`src/rtl/rot_sched_pkg.sv`:
```
// Shared constants, state encoding and sample payload for the branch-rotation scheduler.
package rot_sched_pkg;

  localparam int unsigned ROT_LAT_DEFAULT = 5;
  localparam int unsigned MAX_BR_DEFAULT  = 32;
  localparam int unsigned ANGLE_W         = 3;
  localparam int unsigned SEL_W           = 5;
  localparam int unsigned SAMPLE_W        = 18;
  localparam int unsigned NUMBR_W         = 6;

  typedef enum logic [1:0] {
    ST_IDLE  = 2'd0,
    ST_ISSUE = 2'd1,
    ST_DRAIN = 2'd2
  } state_e;

  typedef struct packed {
    logic signed [SAMPLE_W-1:0] i;
    logic signed [SAMPLE_W-1:0] q;
  } iq_t;

  // Branch count as used by the issue loop: 0 means 1, anything above the table depth saturates.
  function automatic logic [NUMBR_W-1:0] clamp_br(input logic [NUMBR_W-1:0] n,
                                                  input int unsigned max_br);
    if (n == '0) begin
      return NUMBR_W'(1);
    end else if (n > NUMBR_W'(max_br)) begin
      return NUMBR_W'(max_br);
    end
    return n;
  endfunction

endpackage

```
`src/rtl/rot_angle_tbl.sv`:
```
// Two-bank branch angle table: one write port, one combinational read port, not reset.
module rot_angle_tbl
  import rot_sched_pkg::*;
#(
  parameter int unsigned MAX_BR = MAX_BR_DEFAULT
) (
  input  logic               clk,
  input  logic               wr_en,
  input  logic               wr_bank,
  input  logic [SEL_W-1:0]   wr_addr,
  input  logic [ANGLE_W-1:0] wr_angle,
  input  logic               rd_bank,
  input  logic [SEL_W-1:0]   rd_addr,
  output logic [ANGLE_W-1:0] rd_angle_c
);

  logic [ANGLE_W-1:0] mem_q [2][MAX_BR];

  always_ff @(posedge clk) begin
    if (wr_en) begin
      mem_q[wr_bank][wr_addr] <= wr_angle;
    end
  end

  assign rd_angle_c = mem_q[rd_bank][rd_addr];

endmodule

```
`src/rtl/rot_sched.sv`:
```
// Issues one rotator operation per trellis branch per symbol and tags the returning
// rotator results as valid, pulsing done alongside the last one.
module rot_sched
  import rot_sched_pkg::*;
#(
  parameter int unsigned MAX_BR  = MAX_BR_DEFAULT,
  parameter int unsigned ROT_LAT = ROT_LAT_DEFAULT
) (
  input  logic                clk,
  input  logic                reset_n,
  input  logic                symEn,
  input  logic                sym2xEn,
  input  logic [SAMPLE_W-1:0] i,
  input  logic [SAMPLE_W-1:0] q,
  input  logic [NUMBR_W-1:0]  numBr,
  input  logic                hSync,
  input  logic                cfgWe,
  input  logic                cfgBank,
  input  logic [SEL_W-1:0]    cfgAddr,
  input  logic [ANGLE_W-1:0]  cfgAngle,
  output logic [SAMPLE_W-1:0] rotI,
  output logic [SAMPLE_W-1:0] rotQ,
  output logic [ANGLE_W-1:0]  rotAngle,
  output logic [SEL_W-1:0]    rotSel,
  output logic                rotSymEn,
  output logic                rotSym2xEn,
  input  logic [SEL_W-1:0]    rotSelOut,
  output logic                brValid,
  output logic [SEL_W-1:0]    brSel,
  output logic                done,
  output logic                busy,
  output logic                overrun
);

  localparam logic [ROT_LAT-1:0] VP_LAST = {1'b1, {(ROT_LAT-1){1'b0}}};

  state_e               state_q, state_d;
  logic [SEL_W-1:0]     cnt_q, cnt_d;
  logic [NUMBR_W-1:0]   n_q, n_d;
  logic                 bank_q, bank_d;
  logic                 next_bank_q, next_bank_d;
  logic [ROT_LAT-1:0]   vp_q, vp_d;
  iq_t                  iq_q, iq_d;
  logic [ANGLE_W-1:0]   angle_q, angle_d;
  logic [SEL_W-1:0]     sel_q, sel_d;
  logic                 sym_en_q, sym_en_d;
  logic                 sym2x_q, sym2x_d;
  logic                 done_q, done_d;
  logic                 busy_q, busy_d;
  logic                 overrun_q, overrun_d;
  logic [ANGLE_W-1:0]   tbl_angle_c;

  rot_angle_tbl #(.MAX_BR(MAX_BR)) u_tbl (
    .clk        (clk),
    .wr_en      (cfgWe),
    .wr_bank    (cfgBank),
    .wr_addr    (cfgAddr),
    .wr_angle   (cfgAngle),
    .rd_bank    (bank_d),
    .rd_addr    (cnt_d),
    .rd_angle_c (tbl_angle_c)
  );

  // Next-state and registered-output values; outputs follow the state being entered.
  always_comb begin
    state_d     = state_q;
    cnt_d       = cnt_q;
    n_d         = n_q;
    bank_d      = bank_q;
    next_bank_d = next_bank_q;
    iq_d        = iq_q;
    overrun_d   = overrun_q;
    vp_d        = {vp_q[ROT_LAT-2:0], (state_q == ST_ISSUE)};

    case (state_q)
      ST_IDLE: begin
        if (symEn) begin
          state_d     = ST_ISSUE;
          cnt_d       = '0;
          n_d         = clamp_br(numBr, MAX_BR);
          bank_d      = hSync ? 1'b0 : next_bank_q;
          next_bank_d = hSync ? 1'b1 : ~next_bank_q;
          iq_d.i      = i;
          iq_d.q      = q;
        end
      end
      ST_ISSUE: begin
        if (NUMBR_W'(cnt_q) == n_q - NUMBR_W'(1)) begin
          state_d = ST_DRAIN;
        end else begin
          cnt_d = cnt_q + SEL_W'(1);
        end
      end
      ST_DRAIN: begin
        if (vp_d == '0) begin
          state_d = ST_IDLE;
        end
      end
      default: state_d = ST_IDLE;
    endcase

    // A symbol strobe that arrives while busy is dropped and flagged.
    if (symEn && (state_q != ST_IDLE)) begin
      overrun_d = 1'b1;
    end

    sel_d    = (state_d == ST_ISSUE) ? cnt_d : '0;
    sym_en_d = (state_q == ST_IDLE) && (state_d == ST_ISSUE);
    sym2x_d  = sym2xEn;
    done_d   = (state_q == ST_DRAIN) && (vp_d == VP_LAST);
    busy_d   = (state_d != ST_IDLE);
  end

  always_comb begin
    angle_d = (state_d == ST_ISSUE) ? tbl_angle_c : '0;
  end

  always_ff @(posedge clk) begin
    if (!reset_n) begin
      state_q     <= ST_IDLE;
      cnt_q       <= '0;
      n_q         <= '0;
      bank_q      <= 1'b0;
      next_bank_q <= 1'b0;
      vp_q        <= '0;
      iq_q        <= '0;
      angle_q     <= '0;
      sel_q       <= '0;
      sym_en_q    <= 1'b0;
      sym2x_q     <= 1'b0;
      done_q      <= 1'b0;
      busy_q      <= 1'b0;
      overrun_q   <= 1'b0;
    end else begin
      state_q     <= state_d;
      cnt_q       <= cnt_d;
      n_q         <= n_d;
      bank_q      <= bank_d;
      next_bank_q <= next_bank_d;
      vp_q        <= vp_d;
      iq_q        <= iq_d;
      angle_q     <= angle_d;
      sel_q       <= sel_d;
      sym_en_q    <= sym_en_d;
      sym2x_q     <= sym2x_d;
      done_q      <= done_d;
      busy_q      <= busy_d;
      overrun_q   <= overrun_d;
    end
  end

  assign rotI       = iq_q.i;
  assign rotQ       = iq_q.q;
  assign rotAngle   = angle_q;
  assign rotSel     = sel_q;
  assign rotSymEn   = sym_en_q;
  assign rotSym2xEn = sym2x_q;
  assign brValid    = vp_q[ROT_LAT-1];
  assign brSel      = vp_q[ROT_LAT-1] ? rotSelOut : '0;
  assign done       = done_q;
  assign busy       = busy_q;
  assign overrun    = overrun_q;

`ifndef SYNTHESIS
  // Returned tags must come back in issue order; checked in simulation only.
  logic [SEL_W-1:0] ret_cnt_q;

  always_ff @(posedge clk) begin
    if (!reset_n) begin
      ret_cnt_q <= '0;
    end else if (sym_en_d) begin
      ret_cnt_q <= '0;
    end else if (vp_q[ROT_LAT-1]) begin
      ret_cnt_q <= ret_cnt_q + SEL_W'(1);
    end
    if (reset_n && vp_q[ROT_LAT-1]) begin
      assert (rotSelOut == ret_cnt_q)
        else $error("rot_sched: returned tag %0d, expected %0d", rotSelOut, ret_cnt_q);
    end
  end
`endif

endmodule

```
`config.mk`:
```
export PLATFORM = sky130hd
export DESIGN_NAME = rot_sched
export DESIGN_NICKNAME = d
export VERILOG_FILES = /design/src/rtl/rot_sched_pkg.sv /design/src/rtl/rot_angle_tbl.sv /design/src/rtl/rot_sched.sv
export SDC_FILE = /design/constraint.sdc
export NUM_CORES = 1
export LEC_CHECK = 0
export ABC_CLOCK_PERIOD_IN_PS = 3810
export CAP_MARGIN = 20
export CORE_MARGIN = 5
export CORE_UTILIZATION = 40
export CTS_BUF_LIST = sky130_fd_sc_hd__clkbuf_8
export CTS_CLUSTER_SIZE = 8
export DETAILED_ROUTE_END_ITERATION = 10
export HOLD_SLACK_MARGIN = 0.15
export PLACE_DENSITY = 0.61
export SETUP_SLACK_MARGIN = 0.05
export SLEW_MARGIN = 20
export SYNTH_ARGS = -nofsm -noshare
export SYNTH_HDL_FRONTEND = slang
export SYNTH_SLANG_ARGS = --single-unit
```
`constraint.sdc`:
```
create_clock -name clk -period 3.81 [get_ports clk]
set_input_delay 0.381 -clock clk [delete_from_list [all_inputs] [get_ports clk]]
set_output_delay 0.381 -clock clk [all_outputs]
set_load 0.005 [all_outputs]
```
Word level (Yosys, flattened, before mapping)
Memories as Yosys holds them, arrays and structs flattened.
Index checks and enable logic that the tools add are counted.
- bits in registers: 69
- RAM bits: 192
- input bits: 62
- output and inout bits: 55
- logic and storage cells: 67
- memories: 1
- add/sub/neg operators: 2
- order comparisons: 4
- eq/ne operators: 5
- muxes and demuxes: 26
- bitwise logic cells: 3
- reductions and logical operators: 11
- memory list (name ; words ; width ; read ports ; clocked after memory_dff ; write ports ; RTL line ; source):
    u_tbl.mem_q ; 2 ; 96 ; 1 ; 0 ; 1 ; rot_angle_tbl.sv:17 ; logic [ANGLE_W-1:0] mem_q [2][MAX_BR];
- operators with widths (cell ; number):
    $mux 96 ; 1
    $mux 6 ; 3
    $bmux 3 s5 ; 1
    $demux 3 s5 ; 1
    $mux 5 ; 3
    $ge 6x6->1 const B ; 2
    $not 5->6 ; 2
    $pmux 5 s2 ; 1
    $mux 1 ; 9
    $mux 3 ; 3
    $eq 5x6->1 ; 1
    $gt 6x6->1 const B ; 1
    $logic_not 6->1 ; 1
    $lt 6x1->1 const B ; 1
    $mux 2 ; 3
    $pmux 2 s3 ; 1
    $sub 6x1->6 const B ; 1
    $add 5x1->5 const B ; 1
    $eq 5x5->1 const B ; 1
    $logic_not 5->1 ; 1
    $eq 2x1->1 const B ; 2
    $logic_and 1x1->1 ; 4
    $reduce_and 2->1 ; 2
    $reduce_bool 2->1 ; 2
    3 further kinds ; 3

Depth between registers and ports, before layout
Gate-level depths: netlist (run 1).
- word-level depth: 8
- gate-level depth with buffers: 16
- depth with buffers taken out: 12

Modules after synthesis
Synthesis (run 1) repeated with hierarchy kept, for this count alone.
- cell total of the unflattened synthesis: 745
- area, all modules: 10667.7 µm²
- by module, submodules not included (module ; times used ; cells each ; area each (µm²) ; seq. area each (µm²)):
    rot_angle_tbl ; 1 ; 419 ; 7825.0 ; 5765.5
    rot_sched ; 1 ; 326 ; 2842.7 ; 1381.3

Least setup slack after synthesis (run 1)
OpenSTA, ideal clock, no wires.
- path kind: reg-to-reg
- start: register n_q[0]
- end: register angle_q[2] (netlist: rotAngle[2])
- setup time: 0.116 ns
- arrival: 3.477 ns
- required time: 3.694 ns
- path slack: 0.216 ns
- cell stages (with the launch flop): 11
- path buffers: 0
- period minus slack after synthesis: 3.594 ns
- path through: dfxtp_1 or4_1 or3_4 a2111oi_4 a21oi_2 mux2i_2 mux4_2 a22o_1 a2111oi_4 nand3_1 o211a_1
- cells in the longest elaborated chain, start to end: 8
- elaborated cells between the ends (all ways): 12
- those cells by class: add/sub: 1; eq/ne: 2; mux: 7; bitwise: 1; reduce/logical: 1
- ends and longest elaborated chain (item ; RTL line ; source):
    from (decl) ; rot_sched.sv:39 ; logic [NUMBR_W-1:0] n_q, n_d;
    from (signal assigned) ; rot_sched.sv:137 ; n_q <= n_d;
    $sub 6x1->6 (*) ; rot_sched.sv:88 ; if (NUMBR_W'(cnt_q) == n_q - NUMBR_W'(1)) begin
    $eq 5x6->1 (*) ; rot_sched.sv:88 ;
    $mux 5 ; rot_sched.sv:88 ;
    $pmux 5 s2 ; rot_sched.sv:75 ; case (state_q)
    $not 5->6 (implied by the code) ; rot_angle_tbl.sv:25 ; assign rd_angle_c = mem_q[rd_bank][rd_addr];
    $bmux 3 s5 ; rot_angle_tbl.sv:25 ;
    $mux 3 (implied by the code) (2 in series) ; rot_angle_tbl.sv:25 ;
    to (signal assigned) ; rot_sched.sv:142 ; angle_q <= angle_d;
    to (decl) ; rot_sched.sv:44 ; logic [ANGLE_W-1:0] angle_q, angle_d;
Every way passes the cells marked *; elsewhere a longest branch is shown, timed or not. The select of a mux whose other input is x is not followed.
A chain may end at the register's enable or synchronous reset.

Worst setup path after layout (run 1)
- start: register n_q[1]
- end: register angle_q[2] (netlist: rotAngle[2])
The elaborated chain is that of the path after synthesis.

==> impl_metrics.json, run 1 <==
{
  "post-dp-hpwl_um": 17100,
  "holdCritStartpoint": "cfgAngle[0]",
  "status": "finished clean",
  "drt-met1-wl_um": 11200,
  "vdd_ir_drop_max_v": 0.000221,
  "crit_type": "flip-flop to flip-flop",
  "fmax_ghz": 0.276,
  "io_buffers": 116,
  "synth_edf_count": 192,
  "wl_met3_um": 2460,
  "hp-class": "primary input to flip-flop",
  "cts_buffer_depth": 3,
  "nets": 1015,
  "rr_startpoint": "n_q[1]",
  "skew_ps": 21.0,
  "path_clk_slew_ps": 60,
  "ys.flop_type": "edfxtp_1",
  "grt_max_degree": 65,
  "synth_cells": 802,
  "hold_violations": 0,
  "die_height_um": 172,
  "core-area_mm2": 0.0259,
  "grt_pass1_wl_um": 39400,
  "r2r_end": "rotAngle[2]",
  "syn_nets": 866,
  "route.met2.wl_um": 11900,
  "wirelength_um": 26200,
  "clock-sinks": 261,
  "netlist-cell-type-count": 61,
  "ys_warn_count": 0,
  "async_flop_share": 0,
  "clock-root-buffer": "clkbuf_8",
  "yosysSeqAreaShare": 0.683,
  "postCtsHoldBufs": 0,
  "setup_violations": 0,
  "crit_arrival_ps": 4070,
  "cts_buffers": 44,
  "worstMarginPinSlew_ps": 943,
  "setup_slack_ps": 183,
  "post-place-ws_ps": 149,
  "dieArea_mm2": 0.0295,
  "power_density_mw_per_mm2": 460,
  "fillCellCount": 2237,
  "synth_area_mm2": 0.0105,
  "tns_ps": 0,
  "num_rows": 59,
  "crit_fanout": 12,
  "grt_setup_unrepaired": "no",
  "top_level_ports": 117,
  "maxCapViolCount": 0,
  "whs_endpoint": "u_tbl.mem_q[0][3]",
  "antenna_found_initial": 0,
  "via_count": 6966,
  "drt-vias-per-instance": 5.29,
  "overflow": 0,
  "diodes": 0,
  "period_needed_ps": 3630,
  "die_w_um": 172,
  "crit_path_end_kind": "flip-flop",
  "grt_usage": 0.174,
  "avgSynthCellArea_um2": 13.0,
  "fin_crit_sh": 0.952,
  "cp.required_ps": 4250,
  "syn_to_final_growth_pct": 23.8,
  "p_leak_nw": 4.40,
  "routedWlPerCell_um": 19.8,
  "r2r_slack_ps": 180,
  "ant_nets": 0,
  "dr.pass1.iters": 5,
  "synth-seq-cells": 261,
  "drc": 0,
  "start_util": 0.404,
  "holdPathStages": 1,
  "routabilityCongestion": 0.825,
  "highest_layer": "met4",
  "grt_pass1_vias": 6816,
  "drive_gt1_frac": 0.136,
  "finalMaxSlewViolations": 0,
  "reg2reg_depth": 11,
  "slew_headroom": 0.367,
  "cts_tree": "done",
  "critPathLaunchType": "flip-flop",
  "drt_iter0_drc": 524,
  "htreeDepth": 2,
  "clock_latency_ps": 550
}
kinds of logic after synthesis:
logic type / Yosys count / synth area share
and+or+nand+nor: 332 / 0.138
DFF: 261 / 0.683
AOI/OAI and AO/OA: 105 / 0.0667
buffers and inverters: 52 / 0.0218
muxes: 42 / 0.0808
xor gates and xnor gates: 8 / 0.00670
adders and majority gates: 2 / 0.00239
cell type report:
type,instances,area (µm²),share of cell area
tap,335,419,0.0324
clock inverter,28,139,0.0107
inverter,7,26.3,0.00203
multi-input combinational,489,3100,0.239
clock buffer,50,688,0.0531
sequential,261,7150,0.552
timing repair buffer,148,1440,0.111
routing by layer:
layer  vias to the layer above  GRT usage
met3                        60     0.0418
met1                      3347      0.242
met5                         -          0
met2                       308      0.273
met4                         0     0.0571
li1                       3251          -
repair_timing:
action	CTS	global route
endpoints found under the hold margin	0	0
setup endpoints to repair	0	2
resized for setup	0	1
setup buffers	0	5
sequential cells by signal, indices dropped and copies added, names as in the netlist:
register and cells:
rotSymEn 1, rotAngle 3, bank_q 1, busy 1
rotSel 5, cnt_q 5, next_bank_q 1, state_q 2
n_q 6, rotI 18, rotSym2xEn 1, overrun 1
u_tbl.mem_q 192, rotQ 18, vp_q 5, done 1
critical path, cell delays in order (launching register included):
cell	delay, ps
dfxtp_1	330
or4_1	530
or3_4	360
a2111oi_4	360
buf_4	210
a21oi_2	70
or2_4	340
mux4_2	450
a32o_1	250
a2111oi_4	330
nand3_1	140
o211a_1	140
report_power, final:
| part | total (mW) | internal, mW | leakage [nW] | switching, mW |
|---|---|---|---|---|
| Sequential | 3.13 | 3.10 | 2.29 | 0.0273 |
| Combinational | 0.504 | 0.239 | 1.61 | 0.265 |
| Clock | 2.33 | 1.26 | 0.499 | 1.07 |
stage by stage:
step	utilization	cells	hold WS (ps)	total power [mW]	area, µm²
finish	0.500	1318	297	5.96	13000
floorplan	-	802	436	3.43	10500
global route	0.500	1318	301	6.22	13000
detailed placement	0.466	1235	443	3.69	12100
CTS	0.498	1313	269	6.02	12900
global placement	0.466	1235	432	3.68	12100
cell usage after synthesis (all sizes together) (3+ instances only):
library cell / count / area share
a211oi: 3 / 0.0022
edfxtp: 192 / 0.55
xnor2: 7 / 0.0059
nand2: 147 / 0.053
mux4: 32 / 0.070
and2: 12 / 0.0072
buf: 8 / 0.0060
nor4: 4 / 0.0024
nor2: 96 / 0.035
nand3b: 7 / 0.0050
clkbuf: 37 / 0.013
a32oi: 4 / 0.0033
a2111oi: 3 / 0.0061
mux2i: 8 / 0.0084
o21ai: 8 / 0.0038
inv: 6 / 0.0022
nand3: 27 / 0.013
nor3: 12 / 0.0057
a22oi: 4 / 0.0029
nand4: 11 / 0.0066
nor2b: 5 / 0.0030
or2: 3 / 0.0020
a21oi: 60 / 0.029
dfxtp: 69 / 0.13
worst max-delay path by stage:
stage	start	endpoint	slack (ps)	cells past startpoint
2_1_floorplan	n_q[0]	rotAngle[2]	220	10
6_report	n_q[1]	rotAngle[2]	180	11
5_1_grt	n_q[1]	rotAngle[2]	60	11
4_1_cts	n_q[1]	rotAngle[2]	110	13
3_5_place_dp	n_q[1]	rotAngle[2]	150	13
3_3_place_gp	n_q[1]	rotAngle[2]	200	13
layout by cell type, fill, tap and decap left out, types with 3 or more instances in the layout:
cell | synthesis | routed
nand4_1 | 11 | 11
inv_1 | 6 | 26
nor4_1 | 4 | 4
nor2_1 | 95 | 95
dfxtp_1 | 69 | 69
buf_4 | 1 | 29
clkinv_1 | 1 | 5
xnor2_1 | 7 | 7
mux2i_1 | 6 | 6
clkbuf_8 | 0 | 50
a32oi_1 | 4 | 4
mux4_1 | 4 | 4
nand2_1 | 147 | 147
a22oi_1 | 4 | 4
buf_12 | 0 | 4
clkdlybuf4s50_1 | 0 | 113
nand3_1 | 27 | 27
edfxtp_1 | 192 | 192
nor3_1 | 12 | 12
a21oi_1 | 58 | 58
a211oi_1 | 3 | 3
mux4_2 | 28 | 28
and2_1 | 12 | 11
nor2b_1 | 5 | 5
nand3b_1 | 7 | 7
o21ai_0 | 8 | 7
Note: power is estimated with default switching activity, not from simulation.
==> inputs of run 2 (changes only) <==
Settings changed: CTS_CLUSTER_DIAMETER from default to 100.
==> run 2 against run 1 <==
Flip-flop and latch count did not move; final area shrank 1.7%; fmax hardly changed; clock power is 17% lower; total power decreased by 6.8%; routed wire length fell by 0.63%; sequential power about the same; utilization shrank 0.83 points; critical endpoint unchanged; largest power group unchanged.
==> impl_metrics.json, run 2 (synthesis gave the netlist of run 1 again) <==
{
  "drive_gt1_frac": 0.127,
  "largest_reg_flops": 192,
  "route.met2.wl_um": 12100,
  "antenna_found_initial": 0,
  "post-dp-hpwl_um": 17100,
  "hold_ws_ps": 322,
  "setup_violations": 0,
  "drt-vias-per-instance": 5.34,
  "postCtsHoldBufs": 0,
  "dr.pass1.iters": 5,
  "vdd_ir_drop_max_v": 0.000258,
  "tns_ps": 0,
  "die_height_um": 172,
  "power.total_mw": 5.56,
  "crit_arrival_ps": 4050,
  "htreeDepth": 2,
  "cpPeakStageDelay_ps": 520,
  "die_w_um": 172,
  "post-place-ws_ps": 149,
  "nets": 1009,
  "slowest_stage": "or4_1",
  "fmax_ghz": 0.275,
  "crit_fanout": 11,
  "grt_setup_unrepaired": "yes",
  "top_level_ports": 117,
  "hp-class": "primary input to flip-flop",
  "overflow": 0,
  "power_density_mw_per_mm2": 436,
  "ant_nets": 0,
  "crit_type": "flip-flop to flip-flop",
  "mostFrequentLayoutCells": "edfxtp_1 (192), nand2_1 (147), clkdlybuf4s50_1 (113)",
  "syn_to_final_growth_pct": 21.8,
  "finalMaxSlewViolations": 0,
  "drc": 0,
  "holdPathStages": 1,
  "io_buffers": 116,
  "hold_violations": 0,
  "grt_pass1_vias": 6775,
  "cts_buffer_depth": 3,
  "r2r_slack_ps": 180,
  "via_count": 6928,
  "wirelength_um": 26000,
  "crit_top_cell": "buf_4",
  "drt_iter0_drc": 536,
  "grt_pass1_wl_um": 39200,
  "worstMarginPinSlew_ps": 920,
  "grt_max_degree": 65,
  "cp_cell_sequence": "or4_1, or3_4, a2111oi_4, buf_4, a21oi_2, mux2i_4, buf_4, buf_4, nor2_2, a32o_1, a2111oi_4, nand3_1, o211a_1",
  "clock-sinks": 261,
  "p_leak_nw": 4.27,
  "fin_util": 0.492,
  "cp.required_ps": 4230,
  "cts_tree": "done",
  "clock-root-buffer": "clkbuf_8",
  "drt-met1-wl_um": 11300,
  "final_common_cell": "edfxtp_1",
  "path_clk_slew_ps": 70,
  "cts_buffers": 38,
  "skew_ps": 29.6,
  "r2r_end": "rotAngle[2]",
  "crit_path_end_kind": "flip-flop",
  "highest_layer": "met4",
  "holdCritStartpoint": "cfgAngle[0]",
  "wl_met3_um": 2240,
  "status": "finished clean",
  "num_rows": 59,
  "core-area_mm2": 0.0259,
  "dieArea_mm2": 0.0295,
  "critPathLaunchType": "flip-flop",
  "routedWlPerCell_um": 20.0,
  "clock_latency_ps": 540,
  "reg2reg_depth": 13,
  "diodes": 0,
  "maxCapViolCount": 0,
  "rr_startpoint": "n_q[1]",
  "routabilityCongestion": 0.825,
  "start_util": 0.404,
  "slew_headroom": 0.382,
  "period_needed_ps": 3630,
  "whs_endpoint": "u_tbl.mem_q[1][78]",
  "fin_crit_sh": 0.953,
  "grt_usage": 0.173,
  "setup_slack_ps": 179,
  "top_register": "u_tbl.mem_q"
}
==> run 2: changes by cell type in the layout (fill, tap and decap cells not counted), sizes merged <==
cell / change
inv: -4
clkinvlp: +2
bufinv: -1
clkbuf: -12
clkinv: -5
==> run 2: how the worst max path moves through the flow <==
stage	slack, ps	from	to
after floorplan	220	n_q[0]	rotAngle[2]
after global placement	200	n_q[1]	rotAngle[2]
after detailed placement	150	n_q[1]	rotAngle[2]
after CTS	100	n_q[1]	rotAngle[2]
after global routing	30	n_q[1]	rotAngle[2]
final	180	n_q[1]	rotAngle[2]
==> run 2: power breakdown <==
group          switching (mW)  leakage, nW  total [mW]  internal (mW)
sequential             0.0276         2.29        3.13           3.10
combinational           0.264         1.61       0.503          0.239
clock                    1.01        0.367        1.93          0.920
==> run 2: critical path, delay by kind of cell (launching register included) <==
family | cells | cell delay, ps
multiplexers | 1 | 270
AO/OA/AOI/OAI | 5 | 1220
buffers and inverters | 3 | 610
AND/OR/NAND/NOR | 4 | 1080
flip-flops | 1 | 330
==> run 2: repair_timing <==
item                                    in CTS  in global routing
resized for setup                            0                  1
endpoints found under the hold margin        0                  0
buffers inserted                             0                  5
endpoints found under the setup margin       0                  3
==> run 2: through the flow <==
stage / std cells / cell area, µm²
6_report: 1298 / 12700
5_1_grt: 1298 / 12700
4_1_cts: 1293 / 12700
3_5_place_dp: 1235 / 12100
3_3_place_gp: 1235 / 12100
2_1_floorplan: 802 / 10500
==> run 2: layout make-up <==
| type | instances | area [µm²] |
|---|---|---|
| repair buffers | 148 | 1440 |
| well taps | 335 | 419 |
| fillers | 2252 | 13200 |
| flip-flops and latches | 261 | 7150 |
| inverters | 7 | 26.3 |
| clock buffers | 38 | 523 |
| multi-input cells | 489 | 3100 |
| clock inverters | 20 | 88.8 |
==> run 2: layer usage <==
layer,vias to the layer above,GRT usage
met3,37,0.0421
met5,-,0
met2,304,0.275
met1,3367,0.242
met4,0,0.0424
li1,3220,-
